[src/rtl/scene_pkg.sv]
`default_nettype none
// +----------------------------------------------------------------------------+
// | Module   : scene_pkg                                                       |
// | Purpose  : Shared scene codes, default widths and the fade FSM state type  |
// |            for the scene fade compositor and its helpers.                  |
// | Ports    : none (package)                                                  |
// | Revision : 1.0 - initial release                                           |
// +----------------------------------------------------------------------------+
package scene_pkg;

  localparam int DEF_SCENE_W = 4;
  localparam int DEF_ADDR_W  = 17;
  localparam int DEF_RGB_W   = 12;

  localparam logic [DEF_SCENE_W-1:0] SCENE_START  = 4'd1;
  localparam logic [DEF_SCENE_W-1:0] SCENE_CHOOSE = 4'd2;
  localparam logic [DEF_SCENE_W-1:0] SCENE_FIGHT  = 4'd3;
  localparam logic [DEF_SCENE_W-1:0] SCENE_WIN    = 4'd4;

  typedef enum logic [1:0] {
    SHOW     = 2'd0,
    FADE_OUT = 2'd1,
    FADE_IN  = 2'd2
  } fade_state_e;

endpackage
`default_nettype wire

[src/rtl/rgb_scaler.sv]
`default_nettype none
// +----------------------------------------------------------------------------+
// | Module   : rgb_scaler                                                      |
// | Purpose  : Combinational brightness scaler. Each of the three colour       |
// |            components c becomes (c * level) >> FADE_SHIFT.                 |
// | Ports    : rgb_i   - colour in, components ordered R,G,B (MSB first)       |
// |            level_i - brightness 0..2^FADE_SHIFT                            |
// |            rgb_o   - scaled colour                                         |
// | Revision : 1.0 - initial release                                           |
// +----------------------------------------------------------------------------+
module rgb_scaler #(
  parameter int RGB_W      = 12,
  parameter int FADE_SHIFT = 2
) (
  input  logic [RGB_W-1:0]    rgb_i,
  input  logic [FADE_SHIFT:0] level_i,
  output logic [RGB_W-1:0]    rgb_o
);

  localparam int CW = RGB_W / 3;

  // The product never exceeds (2^CW-1)*2^FADE_SHIFT, so CW+FADE_SHIFT bits
  // hold it exactly; the shift-and-truncate keeps the top CW bits.
  for (genvar g = 0; g < 3; g++) begin : g_comp
    assign rgb_o[g*CW +: CW] =
      CW'(({{FADE_SHIFT{1'b0}}, rgb_i[g*CW +: CW]} *
           {{(CW-1){1'b0}}, level_i}) >> FADE_SHIFT);
  end

endmodule
`default_nettype wire

[src/rtl/scene_fade_compositor.sv]
`default_nettype none
// +----------------------------------------------------------------------------+
// | Module   : scene_fade_compositor                                           |
// | Purpose  : Selects the displayed scene among NUM_SCENES renderer channels, |
// |            drives the shared image-memory address and the VGA colour, and  |
// |            switches scenes on frame boundaries.                            |
// |            SCENE_FADE_EN defined : brightness fade-out / fade-in between   |
// |                                    scenes.                                 |
// |            SCENE_FADE_EN undefined: tear-free switch at the next frame     |
// |                                    tick, full brightness, no multiplier.   |
// | Ports    : clk, rst        - clock, synchronous active-high reset          |
// |            valid, vsync    - VGA active-video flag, active-low vsync       |
// |            scene_state     - requested scene code                          |
// |            scene_rgb/addr  - packed per-channel colours / pixel addresses  |
// |            pixel_addr_out  - address of the shown scene (combinational)    |
// |            rgb_out         - registered composited colour                  |
// |            shown_scene     - currently displayed scene code                |
// |            busy            - a scene transition is in progress             |
// | Revision : 1.0 - initial release                                           |
// +----------------------------------------------------------------------------+
module scene_fade_compositor
  import scene_pkg::*;
#(
  parameter int NUM_SCENES = 4,
  parameter int SCENE_W    = DEF_SCENE_W,
  parameter int ADDR_W     = DEF_ADDR_W,
  parameter int RGB_W      = DEF_RGB_W,
  parameter int FADE_SHIFT = 2
) (
  input  logic                         clk,
  input  logic                         rst,
  input  logic                         valid,
  input  logic                         vsync,
  input  logic [SCENE_W-1:0]           scene_state,
  input  logic [NUM_SCENES*RGB_W-1:0]  scene_rgb,
  input  logic [NUM_SCENES*ADDR_W-1:0] scene_addr,
  output logic [ADDR_W-1:0]            pixel_addr_out,
  output logic [RGB_W-1:0]             rgb_out,
  output logic [SCENE_W-1:0]           shown_scene,
  output logic                         busy
);

  function automatic logic f_valid(input logic [SCENE_W-1:0] code);
    return (code != '0) && (int'(code) <= NUM_SCENES);
  endfunction

  fade_state_e          state_q, state_d;
  logic [SCENE_W-1:0]   shown_q, shown_d;
  logic [RGB_W-1:0]     rgb_q, rgb_d;
  logic                 busy_q;
  logic                 vsync_q;
  logic [RGB_W-1:0]     sel_rgb;
  logic                 tick, same, snap;

`ifdef SCENE_FADE_EN
  localparam int                FULL_I = 1 << FADE_SHIFT;
  localparam logic [FADE_SHIFT:0] FULL    = (FADE_SHIFT+1)'(FULL_I);
  localparam logic [FADE_SHIFT:0] FULL_M1 = (FADE_SHIFT+1)'(FULL_I - 1);
  localparam logic [FADE_SHIFT:0] ONE     = (FADE_SHIFT+1)'(1);

  logic [FADE_SHIFT:0] level_q, level_d;
  logic [RGB_W-1:0]    scaled_rgb;

  rgb_scaler #(
    .RGB_W      (RGB_W),
    .FADE_SHIFT (FADE_SHIFT)
  ) u_scaler (
    .rgb_i   (sel_rgb),
    .level_i (level_q),
    .rgb_o   (scaled_rgb)
  );
`endif

  // Channel select; an out-of-range code yields address 0 and black.
  always_comb begin
    sel_rgb        = '0;
    pixel_addr_out = '0;
    for (int i = 0; i < NUM_SCENES; i++) begin
      if (shown_q == SCENE_W'(i + 1)) begin
        sel_rgb        = scene_rgb[i*RGB_W +: RGB_W];
        pixel_addr_out = scene_addr[i*ADDR_W +: ADDR_W];
      end
    end
  end

  assign tick = vsync_q & ~vsync;  // falling edge of active-low vsync
  assign same = (scene_state == shown_q);
  assign snap = !f_valid(shown_q) && f_valid(scene_state) && !same;

  always_comb begin
    state_d = state_q;
    shown_d = shown_q;
`ifdef SCENE_FADE_EN
    level_d = level_q;
`endif
    if (snap) begin
      // Nothing sensible is on screen, so jump straight to the new scene.
      shown_d = scene_state;
      state_d = SHOW;
`ifdef SCENE_FADE_EN
      level_d = FULL;
`endif
    end else begin
      case (state_q)
        SHOW: begin
          if (!same) state_d = FADE_OUT;
        end
        FADE_OUT: begin
`ifdef SCENE_FADE_EN
          if (same) begin
            state_d = FADE_IN;
          end else if (tick) begin
            // Saturating at 0 covers re-entry from an interrupted fade-in.
            if (level_q <= ONE) begin
              level_d = '0;
              shown_d = scene_state;
              state_d = FADE_IN;
            end else begin
              level_d = level_q - ONE;
            end
          end
`else
          // Pending switch: cancel if the request returns, else latch at tick.
          if (same) begin
            state_d = SHOW;
          end else if (tick) begin
            shown_d = scene_state;
            state_d = SHOW;
          end
`endif
        end
        FADE_IN: begin
`ifdef SCENE_FADE_EN
          if (!same) begin
            state_d = FADE_OUT;
          end else if (tick) begin
            if (level_q >= FULL_M1) begin
              level_d = FULL;
              state_d = SHOW;
            end else begin
              level_d = level_q + ONE;
            end
          end
`else
          state_d = SHOW;
`endif
        end
        default: state_d = SHOW;
      endcase
    end
  end

`ifdef SCENE_FADE_EN
  assign rgb_d = valid ? scaled_rgb : '0;
`else
  assign rgb_d = valid ? sel_rgb : '0;
`endif

  always_ff @(posedge clk) begin
    if (rst) begin
      state_q <= SHOW;
      shown_q <= '0;
      rgb_q   <= '0;
      busy_q  <= 1'b0;
      vsync_q <= 1'b1;
`ifdef SCENE_FADE_EN
      level_q <= FULL;
`endif
    end else begin
      state_q <= state_d;
      shown_q <= shown_d;
      rgb_q   <= rgb_d;
      busy_q  <= (state_d != SHOW);
      vsync_q <= vsync;
`ifdef SCENE_FADE_EN
      level_q <= level_d;
`endif
    end
  end

  assign rgb_out     = rgb_q;
  assign shown_scene = shown_q;
  assign busy        = busy_q;

endmodule
`default_nettype wire
[config.mk]
export PLATFORM = sky130hd
export DESIGN_NAME = scene_fade_compositor
export DESIGN_NICKNAME = d
export VERILOG_FILES = /design/src/rtl/scene_pkg.sv /design/src/rtl/rgb_scaler.sv /design/src/rtl/scene_fade_compositor.sv
export SDC_FILE = /design/constraint.sdc
export NUM_CORES = 1
export LEC_CHECK = 0
export BUFFER_PORTS_ARGS = -buffer_cell sky130_fd_sc_hd__buf_4
export CAP_MARGIN = 10
export CORE_UTILIZATION = 35
export DETAILED_ROUTE_END_ITERATION = 10
export PLACE_DENSITY = 0.8
export SETUP_SLACK_MARGIN = 0.05
export SKIP_LAST_GASP = 1
export SLEW_MARGIN = 10
export SYNTH_ARGS = -nofsm -noshare
export SYNTH_HDL_FRONTEND = slang
export SYNTH_SLANG_ARGS = --single-unit
[constraint.sdc]
create_clock -name clk -period 2 [get_ports clk]
set_input_delay 0.2 -clock clk [delete_from_list [all_inputs] [get_ports clk]]
set_output_delay 0.2 -clock clk [all_outputs]
set_load 0.01 [all_outputs]
# After elaboration in Yosys (flattened, before gate mapping)
# Cells that the tools add are included.
# totals
register_bits	20
wordCells	48
# op_classes
n_lt_le_gt_ge	2
n_eq_ne	7
mux	17
bitwise	3
n_reduce_logical	14
# op_table
operator	n
17-bit 2-to-1 mux	4
12-bit 2-to-1 mux	4
4-bit 2-to-1 mux	4
4-bit by 2-bit == test with 1-bit output, second input constant	2
4-bit by 3-bit <= comparator with 1-bit output, second input constant	2
2-bit 2-to-1 mux	4
4-bit nonzero test	2
2-bit nonzero test	3
4-bit by 1-bit == test with 1-bit output, second input constant	1
4-bit by 3-bit == test with 1-bit output, second input constant	1
4-bit == test	1
1-bit logical AND	4
2-bit one-hot mux with 2 select lines	1
3-bit AND reduction	1
2-bit by 1-bit == test with 1-bit output, second input constant	1
1-bit zero test	2
2-bit zero test	1
2-bit by 1-bit != test with 1-bit output, second input constant	1
1-bit inverter	2
2-bit OR reduction	1
1-bit AND	1

# Depth between registers and ports, before layout
# Gate-level depths: netlist of the first run.
# depth
word_depth	7
depth_mapped	8
ltp_nobuf	5

# Worst setup path before layout of the first run
# No wires, ideal clock.
# synth_path
path_kind	flip-flop to flip-flop
from	register shown_q[0], in the netlist shown_scene[0]
to	register shown_q[0], in the netlist shown_scene[0]
setup_ns	0.072
t_arrival_ns	1.675
required_time_ns	1.928
setup_slack_ns	0.253
path_stages_with_launch	7
path_buffers	1
path_cell_list	dfxtp_1 -> buf_4 -> nor2_1 -> and3_1 -> or4_4 -> a21oi_4 -> mux2i_1
# synth_via
elab_chain_len	7
elab_cells_between_ends	13
cone_classes	1 x order compare; 2 x eq/ne; 1 x mux; 9 x reduce/logical
# synth_rtl
element	line_no	source
from (decl)	scene_fade_compositor.sv:48	logic [SCENE_W-1:0] shown_q, shown_d;
from (signal assigned)	scene_fade_compositor.sv:171	shown_q <= shown_d;
4-bit by 3-bit <= comparator with 1-bit output / 4-bit nonzero test (equally long branches)	scene_fade_compositor.sv:44	return (code != '0) && (int'(code) <= NUM_SCENES);
1-bit logical AND	scene_fade_compositor.sv:44	
1-bit zero test	scene_fade_compositor.sv:88	assign snap = !f_valid(shown_q) && f_valid(scene_state) && !same;
1-bit logical AND (2 in series)	scene_fade_compositor.sv:88	
2-bit by 1-bit != test with 1-bit output (no source line) / 2-bit nonzero test (equally long branches)	--	
3-bit AND reduction (no source line)	--	
# Parallel ways exist; a longest one is shown, timed or not.
# A chain may end at the register's enable or synchronous reset.

# Worst setup path in the final report of the first run
# layout_path
from	register shown_q[0], in the netlist shown_scene[0]
to	output port pixel_addr_out[11]
# layout_via
elab_chain_len	5
elab_cells_between_ends	8
cone_classes	4 x eq/ne; 4 x mux
# layout_rtl
element	line_no	source
4-bit by 1-bit == test with 1-bit output	scene_fade_compositor.sv:79	if (shown_q == SCENE_W'(i + 1)) begin
17-bit 2-to-1 mux (3 in series)	scene_fade_compositor.sv:79	
17-bit 2-to-1 mux (*)	scene_fade_compositor.sv:79	
to (decl)	scene_fade_compositor.sv:37	output logic [ADDR_W-1:0] pixel_addr_out,
# Every way passes the cells marked *; elsewhere a longest branch is shown, timed or not.

==> flow_metrics.py, run 1 <==
metrics = {
    "power": {
        "leakagePower_nw": 1.58,
        "combPwrFrac_pct": 45.5,
        "intPower_w": 0.000961,
        "swShare_pct": 30.6,
        "p_sw_w": 0.000424,
        "seqPwrFrac_pct": 31.7,
        "ir_drop_uv": 280,
        "p_clk_share_pct": 22.8,
        "p_total_w": 0.00138,
        "power.density_nw_per_um2": 471,
    },
    "route": {
        "firstDrtPassIters": 4,
        "drt_iter0_drc": 134,
        "routed_wl_mm": 6.17,
        "drt-wirelength-per-cell_um": 13.4,
        "drc": 0,
        "viasPerCell": 4.87,
        "dr_total_vias": 2246,
        "postRouteAntennaNets": 0,
    },
    "synthesis": {
        "synth_edf_count": 0,
        "synth_most_common_cell": "nand2_1",
        "async_reset_ff_share_pct": 0,
        "synth_cell_type_count": 28,
        "synth_area_leader_cell": "dfxtp_1",
        "synth_area_leaders": "dfxtp_1 (27%), nand2_1 (26%), o21ai_1 (11%)",
        "yosys-top-cells-count": "nand2_1 (103), o21ai_1 (34), o21ai_0 (23)",
        "synth_warnings": 0,
        "synth-adder-area-share_pct": 0,
        "ys_ff_latch": 20,
        "synthMuxAreaShare_pct": 3.31,
        "yosysSeqAreaShare_pct": 26.5,
        "synthSimpleGateAreaFrac_pct": 36.0,
        "syn-mean-instance-area_um2": 6.04,
        "synth_fp_nets": 374,
        "ys.flop_type": "dfxtp_1",
        "synth-compound-area-share_pct": 25.4,
        "synth_top_area_share_pct": 26.5,
        "synthCells": 250,
        "synth_top_family_by_area": "simple AND/OR/NAND/NOR gates",
        "synthXorXnorAreaFrac_pct": 2.90,
        "syn_area_um2": 1510,
    },
    "final_layout": {
        "fill_cells": 337,
        "multi_input_area_um2": 1040,
        "seq_area_um2": 403,
        "area_growth_pct": 94.8,
        "diodes": 0,
        "layout.nets": 536,
        "drive_above_1_share_pct": 45.7,
    },
    "global_route": {
        "antenna_found_initial": 0,
        "track_usage_pct": 24.7,
        "grt_pass1_wl_mm": 8.60,
        "grt_max_degree": 30,
        "grt_pass1_vias": 2033,
        "grt-ovfl-total": 0,
    },
    "clock_tree": {
        "path_clk_slew_ns": 0.08,
        "htree_num_levels": 1,
        "hold_buffers": 0,
        "cts_buffers": 3,
        "cts_tree": "yes",
        "clkSinkCount": 20,
        "clock_latency_ns": 0.26,
        "cts-root-buf": "clkbuf_8",
        "clk_path_buf_depth": 2,
    },
    "flow_run": {
        "cap_violations": 0,
    },
    "sta": {
        "fmax_ghz": 0.538,
        "period_needed_ns": 1.86,
        "slew_headroom_pct": 61.8,
        "rsz0062_at_grt": "false",
        "fin_skew_ns": 0.00740,
        "tightest_slew_ns": 0.574,
        "finalHoldViolCount": 0,
        "tns_ns": 0,
        "min_period_over_period_pct": 92.9,
        "slew_violations": 0,
        "setup_viol": 0,
    },
    "placed_design": {
        "globalplace.congestion": 0.812,
        "port_buffers": 157,
        "dp_hpwl_mm": 4.70,
    },
    "worst_setup_path": {
        "worstPathRequired_ns": 1.80,
        "worst-path-buf-inv": 4,
        "path_delay_family": "buffers and inverters",
        "cp-end-kind": "primary output",
        "critPathMaxFanout": 12,
        "slowest_stage": "dfxtp_2",
        "path_class": "reg -> out",
        "cpMostUsedCell": "nand2_1",
        "cp.arrival_ns": 1.66,
        "crit_chain": "buf_6 > nor3b_4 > buf_4 > clkbuf_16 > nand2_1 > nand2_1 > o21ai_1 > nand2_1 > buf_4",
        "startpoint_type": "register",
        "cpPeakStageDelay_ns": 0.36,
    },
    "floorplan": {
        "chipWidth_um": 67.7,
        "die_y_um": 67.7,
        "io_pins": 158,
        "die_area_um2": 4580,
        "start_util_pct": 37.2,
        "rows": 23,
        "core-area_um2": 4060,
    },
    "worst_hold_path": {
        "holdCritPathClass": "in -> reg",
    },
    "status": {
        "outcome": "finished clean",
    },
}
==> area by class of cell <==
cell class	instances	area share [%]
Inverter	4	0.510
Timing Repair Buffer	174	46.3
Sequential cell	20	13.7
Clock buffer	4	1.87
Tap cell	50	2.13
Multi-Input combinational cell	209	35.5
==> worst paths after layout <==
kind	start	to	slack, ns	cells past startpoint
max	shown_scene[0]	pixel_addr_out[11]	0.14	9
min	vsync	vsync_q	0.13	2
max reg2reg	shown_scene[3]	shown_scene[2]	0.28	5
min reg2reg	shown_scene[3]	shown_scene[3]	0.57	2
==> cells by family (layout without fill, tap and decap cells) <==
| group | Yosys count | in the layout |
|---|---|---|
| multiplexers | 5 | 5 |
| AO/OA/AOI/OAI | 72 | 72 |
| other | 1 | 1 |
| flip-flops | 20 | 20 |
| XOR/XNOR | 5 | 5 |
| buffers and inverters | 21 | 182 |
| AND/OR/NAND/NOR | 126 | 126 |
==> cell usage in the layout (no fill, tap or decap), types with 2 or more instances in the layout <==
cell         n
nand2b_1    10
dfxtp_2      2
nor3b_1      2
o21ai_1     34
a21oi_1     11
inv_1        3
buf_4      168
o21ai_0     23
buf_6        2
clkbuf_16    2
dfxtp_1     18
xor2_1       5
clkbuf_8     4
nor2_1       2
nor3b_4      2
mux2i_1      5
nand2_1    102
==> timing repair <==
| action | in CTS | in global routing |
|---|---|---|
| gates resized for setup | 1 | 6 |
| endpoints found under the setup margin | 17 | 17 |
| buffers inserted | 1 | 3 |
| gates cloned | 0 | 3 |
| pin swaps | 0 | 2 |
==> metrics by stage <==
| step | worst slack [ns] | cell area [um2] | hold slack, ns | std cells | utilization [%] |
|---|---|---|---|---|---|
| after floorplan | 0.253 | 1510 | 0.307 | 250 | - |
| after global placement | 0.285 | 2780 | 0.401 | 450 | 68.5 |
| after detailed placement | 0.203 | 2780 | 0.404 | 450 | 68.5 |
| after CTS | 0.0682 | 2850 | 0.129 | 455 | 70.1 |
| after global routing | 0.0470 | 2940 | 0.123 | 461 | 72.5 |
| final | 0.142 | 2940 | 0.131 | 461 | 72.5 |
==> worst register-to-register path, stage by stage, from the launching register on <==
cell	delay, ns
dfxtp_2	0.45
inv_2	0.05
and3_1	0.15
or4_4	0.54
a21oi_4	0.23
mux2i_1	0.22
==> power by group through the flow <==
stage	combinational, W	clock (W)	sequential (W)
2_1_floorplan	0.000243	0	0.000452
3_3_place_gp	0.000589	0	0.000445
3_5_place_dp	0.000596	0	0.000447
4_1_cts	0.000602	0.000321	0.000438
5_1_grt	0.000689	0.000339	0.000443
6_report	0.000630	0.000316	0.000440
==> metal layers <==
metal	wire, um	track usage (%)
met1	2390	26.6
met2	3240	48.0
met3	498	3.89
met4	46	7.71
met5	0	0
==> flip-flops by register name, indices dropped and copies added (netlist names) <==
register / flops
rgb_out: 12
shown_scene: 4
state_q: 2
busy: 1
vsync_q: 1
No activity file was read; power rests on OpenSTA's default activity.
==> run 2: changes to the inputs <==
--- a/config.mk
+++ b/config.mk
@@ -7,12 +7,14 @@
 export LEC_CHECK = 0
 export BUFFER_PORTS_ARGS = -buffer_cell sky130_fd_sc_hd__buf_4
 export CAP_MARGIN = 10
-export CORE_UTILIZATION = 35
+export CORE_UTILIZATION = 36
+export CTS_BUF_LIST = sky130_fd_sc_hd__clkbuf_4 sky130_fd_sc_hd__clkbuf_8
 export DETAILED_ROUTE_END_ITERATION = 10
-export PLACE_DENSITY = 0.8
+export PLACE_DENSITY = 0.82
 export SETUP_SLACK_MARGIN = 0.05
 export SKIP_LAST_GASP = 1
 export SLEW_MARGIN = 10
 export SYNTH_ARGS = -nofsm -noshare
 export SYNTH_HDL_FRONTEND = slang
+export SYNTH_HIERARCHICAL = 1
 export SYNTH_SLANG_ARGS = --single-unit
==> flow_metrics.py, run 2 <==
metrics = {
    "route": {
        "drc": 0,
        "drt_iter0_drc": 116,
        "dr_total_vias": 2271,
        "drt-wirelength-per-cell_um": 13.5,
        "routed_wl_mm": 6.15,
        "firstDrtPassIters": 5,
        "postRouteAntennaNets": 0,
        "viasPerCell": 4.98,
    },
    "final_layout": {
        "final_cell_mix": "buf_4 (163), nand2_1 (103), o21ai_1 (31), o21ai_0 (23), dfxtp_1 (18)",
        "multi_input_area_um2": 1050,
        "fill_cells": 340,
        "finalNonFillerCells": 456,
        "area_growth_pct": 92.0,
        "finish.utilization_pct": 72.5,
        "largest_register_ffs": 12,
        "finalInstanceArea_um2": 2900,
        "layout_commonest_cell": "buf_4",
        "seq_area_um2": 403,
        "layout.nets": 532,
        "diodes": 0,
        "drive_above_1_share_pct": 45.6,
    },
    "clock_tree": {
        "clock_latency_ns": 0.26,
        "cts-root-buf": "clkbuf_8",
        "clkSinkCount": 20,
        "cts_tree": "yes",
        "cts_buffers": 3,
        "htree_num_levels": 1,
        "path_clk_slew_ns": 0.07,
        "hold_buffers": 0,
        "clk_path_buf_depth": 2,
    },
    "synthesis": {
        "synth_most_common_cell": "nand2_1",
        "ys.flop_type": "dfxtp_1",
        "synth_top_area_share_pct": 26.5,
        "synth_cell_type_count": 28,
        "yosys-top-cells-count": "nand2_1 (103), o21ai_1 (34), o21ai_0 (23)",
        "syn_area_um2": 1510,
        "async_reset_ff_share_pct": 0,
        "synth_fp_nets": 374,
        "synth_area_leader_cell": "dfxtp_1",
        "yosysSeqAreaShare_pct": 26.5,
        "synth_warnings": 6,
        "ys_ff_latch": 20,
        "synth_area_leaders": "dfxtp_1 (27%), nand2_1 (26%), o21ai_1 (11%)",
        "synthCells": 250,
        "synth_edf_count": 0,
        "syn-mean-instance-area_um2": 6.04,
    },
    "power": {
        "power.density_nw_per_um2": 458,
        "leakagePower_nw": 1.55,
        "ir_drop_uv": 281,
    },
    "sta": {
        "slew_violations": 0,
        "setup_viol": 0,
        "period_needed_ns": 1.87,
        "tns_ns": 0,
        "fin_skew_ns": 0.00516,
        "fmax_ghz": 0.534,
        "min_period_over_period_pct": 93.7,
        "rsz0062_at_grt": "true",
        "finalHoldViolCount": 0,
    },
    "global_route": {
        "grt-ovfl-total": 0,
        "grt_pass1_vias": 2051,
        "antenna_found_initial": 0,
        "grt_pass1_wl_mm": 8.71,
        "grt_max_degree": 38,
        "track_usage_pct": 25.3,
    },
    "placed_design": {
        "place_area_um2": 2780,
        "globalplace.congestion": 0.775,
        "placed_cells": 451,
        "dp_hpwl_mm": 4.67,
        "port_buffers": 157,
    },
    "floorplan": {
        "die_area_um2": 4460,
        "start_util_pct": 37.8,
        "die_y_um": 66.8,
        "chipWidth_um": 66.8,
        "core-area_um2": 4000,
        "rows": 23,
        "io_pins": 158,
    },
    "flow_run": {
        "cap_violations": 0,
    },
    "worst_setup_path": {
        "cp.arrival_ns": 1.67,
        "cp-end-kind": "primary output",
        "critPathMaxFanout": 10,
        "worstPathRequired_ns": 1.80,
        "startpoint_type": "register",
        "path_class": "reg -> out",
    },
    "status": {
        "outcome": "finished clean",
    },
    "worst_hold_path": {
        "holdCritPathClass": "in -> reg",
    },
}
==> run 2: per-stage QoR <==
step	hold slack, ns	worst slack, ns	power (W)
floorplan	0.307	0.253	0.000694
detailed placement	0.404	0.238	0.00104
global placement	0.401	0.302	0.00103
CTS	0.144	0.0638	0.00131
finish	0.143	0.127	0.00133
global route	0.148	0.0168	0.00140
==> run 2: power breakdown <==
group / switching (W) / internal (W) / total [W] / leakage [nW]
sequential: 0.0000181 / 0.000422 / 0.000440 / 0.164
clock: 0.000130 / 0.000134 / 0.000264 / 0.0216
combinational: 0.000268 / 0.000357 / 0.000626 / 1.36
==> run 2: repair_timing <==
action | in CTS | in global routing
gates resized for setup | 4 | 10
endpoints found under the setup margin | 17 | 17
buffers inserted | 0 | 1
gates cloned | 0 | 1
pin swaps | 0 | 1
==> run 2: critical path: stages, from the launching register on <==
cell,delay [ns]
dfxtp_1,0.35
buf_4,0.15
nor3b_4,0.25
buf_4,0.15
buf_4,0.15
o21ai_1,0.07
nand2_1,0.06
o21ai_1,0.06
nand2_1,0.06
buf_4,0.11
==> run 2: cell families (layout without fill, tap and decap cells) <==
| logic type | Yosys count | count (layout) | share of synthesized area (%) |
|---|---|---|---|
| mux | 5 | 5 | 3.31 |
| flops | 20 | 20 | 26.5 |
| other cells | 1 | 1 | 0.248 |
| compound gates | 72 | 72 | 25.4 |
| simple gates | 126 | 126 | 36.0 |
| buf+inv | 21 | 177 | 5.63 |
| xor+xnor | 5 | 5 | 2.90 |
==> run 2: cell type report <==
type                            count  area share, %
Clock buffer                        3           1.42
Inverter                            4          0.518
Tap cell                           50           2.16
Timing Repair Buffer              170           45.7
Multi-Input combinational cell    209           36.3
Sequential cell                    20           13.9
==> run 2: path summary, 6_finish.rpt <==
check / from / endpoint / slack [ns] / cells after the start
setup / recovery: shown_scene[1] / pixel_addr_out[9] / 0.13 / 9
hold / removal: vsync / vsync_q / 0.14 / 2
setup reg to reg: shown_scene[2] / shown_scene[2] / 0.26 / 5
hold reg to reg: shown_scene[3] / shown_scene[3] / 0.52 / 2
==> run 2: per-layer routing <==
layer / track usage, % / up-vias / share of wire (%)
met3: 4.62 / 8 / 7.7
li1: - / 1140 / -
met2: 47.9 / 100 / 52
met4: 6.91 / 0 / 1.1
met1: 28.4 / 1023 / 40
met5: 0 / - / 0
==> run 3: changes to the inputs <==
--- a/config.mk
+++ b/config.mk
@@ -5,9 +5,10 @@
 export SDC_FILE = /design/constraint.sdc
 export NUM_CORES = 1
 export LEC_CHECK = 0
+export ABC_AREA = 1
 export BUFFER_PORTS_ARGS = -buffer_cell sky130_fd_sc_hd__buf_4
 export CAP_MARGIN = 10
-export CORE_UTILIZATION = 36
+export CORE_UTILIZATION = 35
 export CTS_BUF_LIST = sky130_fd_sc_hd__clkbuf_4 sky130_fd_sc_hd__clkbuf_8
 export DETAILED_ROUTE_END_ITERATION = 10
 export PLACE_DENSITY = 0.82
==> flow_metrics.py, run 3 <==
metrics = {
    "sta": {
        "setup_viol": 0,
        "tns_ns": 0,
        "period_needed_ns": 1.81,
        "min_period_over_period_pct": 90.6,
        "rsz0062_at_grt": "false",
        "fmax_ghz": 0.552,
        "finalHoldViolCount": 0,
        "whs_ns": 0.145,
        "slew_violations": 0,
        "fin_skew_ns": 0.00734,
    },
    "route": {
        "drc": 0,
        "dr_total_vias": 2133,
        "highest_layer": "met4",
        "viasPerCell": 4.74,
        "drt-wirelength-per-cell_um": 12.4,
        "wl_met1_mm": 2.04,
        "firstDrtPassIters": 4,
        "postRouteAntennaNets": 0,
        "drt_iter0_drc": 99,
        "dr_wl_met2_mm": 2.92,
        "met3_length_um": 486,
        "routed_wl_mm": 5.57,
    },
    "power": {
        "combPwrFrac_pct": 52.1,
        "p_sw_w": 0.000507,
        "power.density_nw_per_um2": 548,
        "seqPwrFrac_pct": 31.2,
        "leakagePower_nw": 1.41,
        "swShare_pct": 34.2,
        "intPower_w": 0.000975,
        "ir_drop_uv": 445,
        "p_clk_share_pct": 16.8,
    },
    "worst_hold_path": {
        "holdCritPathClass": "in -> reg",
        "min_path_cells": 2,
        "hp-start": "vsync",
        "min_to": "vsync_q",
    },
    "synthesis": {
        "synth-adder-area-share_pct": 0,
        "synthXorXnorAreaFrac_pct": 2.43,
        "synth_top_area_share_pct": 30.4,
        "synth_area_leaders": "nand2_1 (30%), dfxtp_1 (28%), nand4_1 (7.4%)",
        "synthMuxAreaShare_pct": 0,
        "synth_cell_type_count": 20,
        "synth_fp_nets": 371,
        "synth_top_family_by_area": "simple AND/OR/NAND/NOR gates",
        "ys.flop_type": "dfxtp_1",
        "synthSimpleGateAreaFrac_pct": 54.1,
        "ys_ff_latch": 20,
        "async_reset_ff_share_pct": 0,
        "synth_area_leader_cell": "nand2_1",
        "yosys-top-cells-count": "nand2_1 (117), nor2_1 (21), dfxtp_1 (20)",
        "synthCells": 247,
        "synth_edf_count": 0,
        "syn-mean-instance-area_um2": 5.84,
        "synth_most_common_cell": "nand2_1",
        "yosysSeqAreaShare_pct": 27.8,
        "syn_area_um2": 1440,
        "synth-compound-area-share_pct": 5.90,
        "synth_warnings": 6,
    },
    "global_route": {
        "track_usage_pct": 24.8,
        "grt_pass1_wl_mm": 8.51,
        "antenna_found_initial": 0,
        "grt-ovfl-total": 0,
        "grt_max_degree": 23,
        "grt_pass1_vias": 1974,
    },
    "floorplan": {
        "chipWidth_um": 66.2,
        "core-area_um2": 3800,
        "rows": 22,
        "start_util_pct": 38.0,
        "io_pins": 158,
        "die_y_um": 66.2,
        "die_area_um2": 4380,
    },
    "final_layout": {
        "area_growth_pct": 87.5,
        "drive_above_1_share_pct": 43.5,
        "final_cell_mix": "buf_4 (165), nand2_1 (117), nor2_1 (21), dfxtp_1 (20), nand3_1 (18)",
        "layout_commonest_cell": "buf_4",
        "largest_register_ffs": 12,
        "layout.nets": 528,
        "finalInstanceArea_um2": 2710,
        "diodes": 0,
    },
    "clock_tree": {
        "cts-root-buf": "clkbuf_8",
        "hold_buffers": 0,
        "cts_buffers": 3,
        "post_cts_buffers": 0,
        "cts_tree": "yes",
        "cts_resized": 0,
        "clk_path_buf_depth": 2,
        "clkSinkCount": 20,
        "htree_num_levels": 1,
        "path_clk_slew_ns": 0.07,
        "clock_latency_ns": 0.25,
    },
    "worst_setup_path": {
        "regToRegSetupSlack_ns": 0.52,
        "worstPathRequired_ns": 1.80,
        "critPathMaxFanout": 17,
        "path_class": "reg -> out",
        "cp-end-kind": "primary output",
        "cp.arrival_ns": 1.61,
        "startpoint_type": "register",
        "rr_startpoint": "shown_scene[2]",
        "rr_worst_depth": 8,
        "rr_endpoint": "rgb_out[6]",
    },
    "placed_design": {
        "place_area_um2": 2660,
        "globalplace.congestion": 0.847,
        "port_buffers": 157,
        "dp_hpwl_mm": 4.58,
    },
    "flow_run": {
        "cap_violations": 0,
    },
    "status": {
        "outcome": "finished clean",
    },
}
## run 3: per-stage QoR
stage / util, % / power (W) / worst slack [ns] / std cells
after global routing: 71.2 / 0.00159 / 0.0519 / 450
after CTS: 71.2 / 0.00150 / 0.183 / 450
after floorplan: - / 0.000826 / 0.559 / 247
after detailed placement: 70.1 / 0.00125 / 0.469 / 447
final: 71.2 / 0.00148 / 0.188 / 450
after global placement: 70.1 / 0.00124 / 0.484 / 447
## run 3: power by group through the flow
stage	clock (W)	sequential, W	combinational, W
CTS	0.000256	0.000462	0.000779
global placement	0	0.000468	0.000770
global route	0.000275	0.000466	0.000849
detailed placement	0	0.000471	0.000776
finish	0.000249	0.000462	0.000772
floorplan	0	0.000479	0.000347
## run 3: worst max path at each step
stage	startpoint	depth (start not counted)	to
2_1_floorplan	shown_scene[1]	6	pixel_addr_out[10]
5_1_grt	shown_scene[0]	6	pixel_addr_out[4]
4_1_cts	shown_scene[1]	6	pixel_addr_out[4]
3_3_place_gp	shown_scene[1]	6	pixel_addr_out[1]
3_5_place_dp	shown_scene[0]	6	pixel_addr_out[13]
6_report	shown_scene[1]	6	pixel_addr_out[1]
## run 3: cells by family after synthesis
group	after synthesis
flip-flops	20
other	1
XOR/XNOR	4
buffers and inverters	24
AO/OA/AOI/OAI	17
AND/OR/NAND/NOR	181
## run 3: critical path, cell delays in order (launching register included)
cell and delay (ns):
dfxtp_1 0.51, inv_2 0.11, nor3_4 0.20, buf_4 0.25, nand2_1 0.08, nand4_1 0.09
buf_4 0.12
## run 3: area by class of cell
class	instances	area, um2
inverter	11	41.3
sequential	20	400
clock buffer	3	41.3
timing repair buffer	165	1240
multi-input combinational	203	923
tap	48	60.1
fill	358	1090
## run 3: per-layer routing
layer | up-vias | global-route usage, %
li1 | 1103 | -
met1 | 934 | 26.5
met2 | 84 | 46.8
met3 | 12 | 7.59
met4 | 0 | 5.59
met5 | - | 0
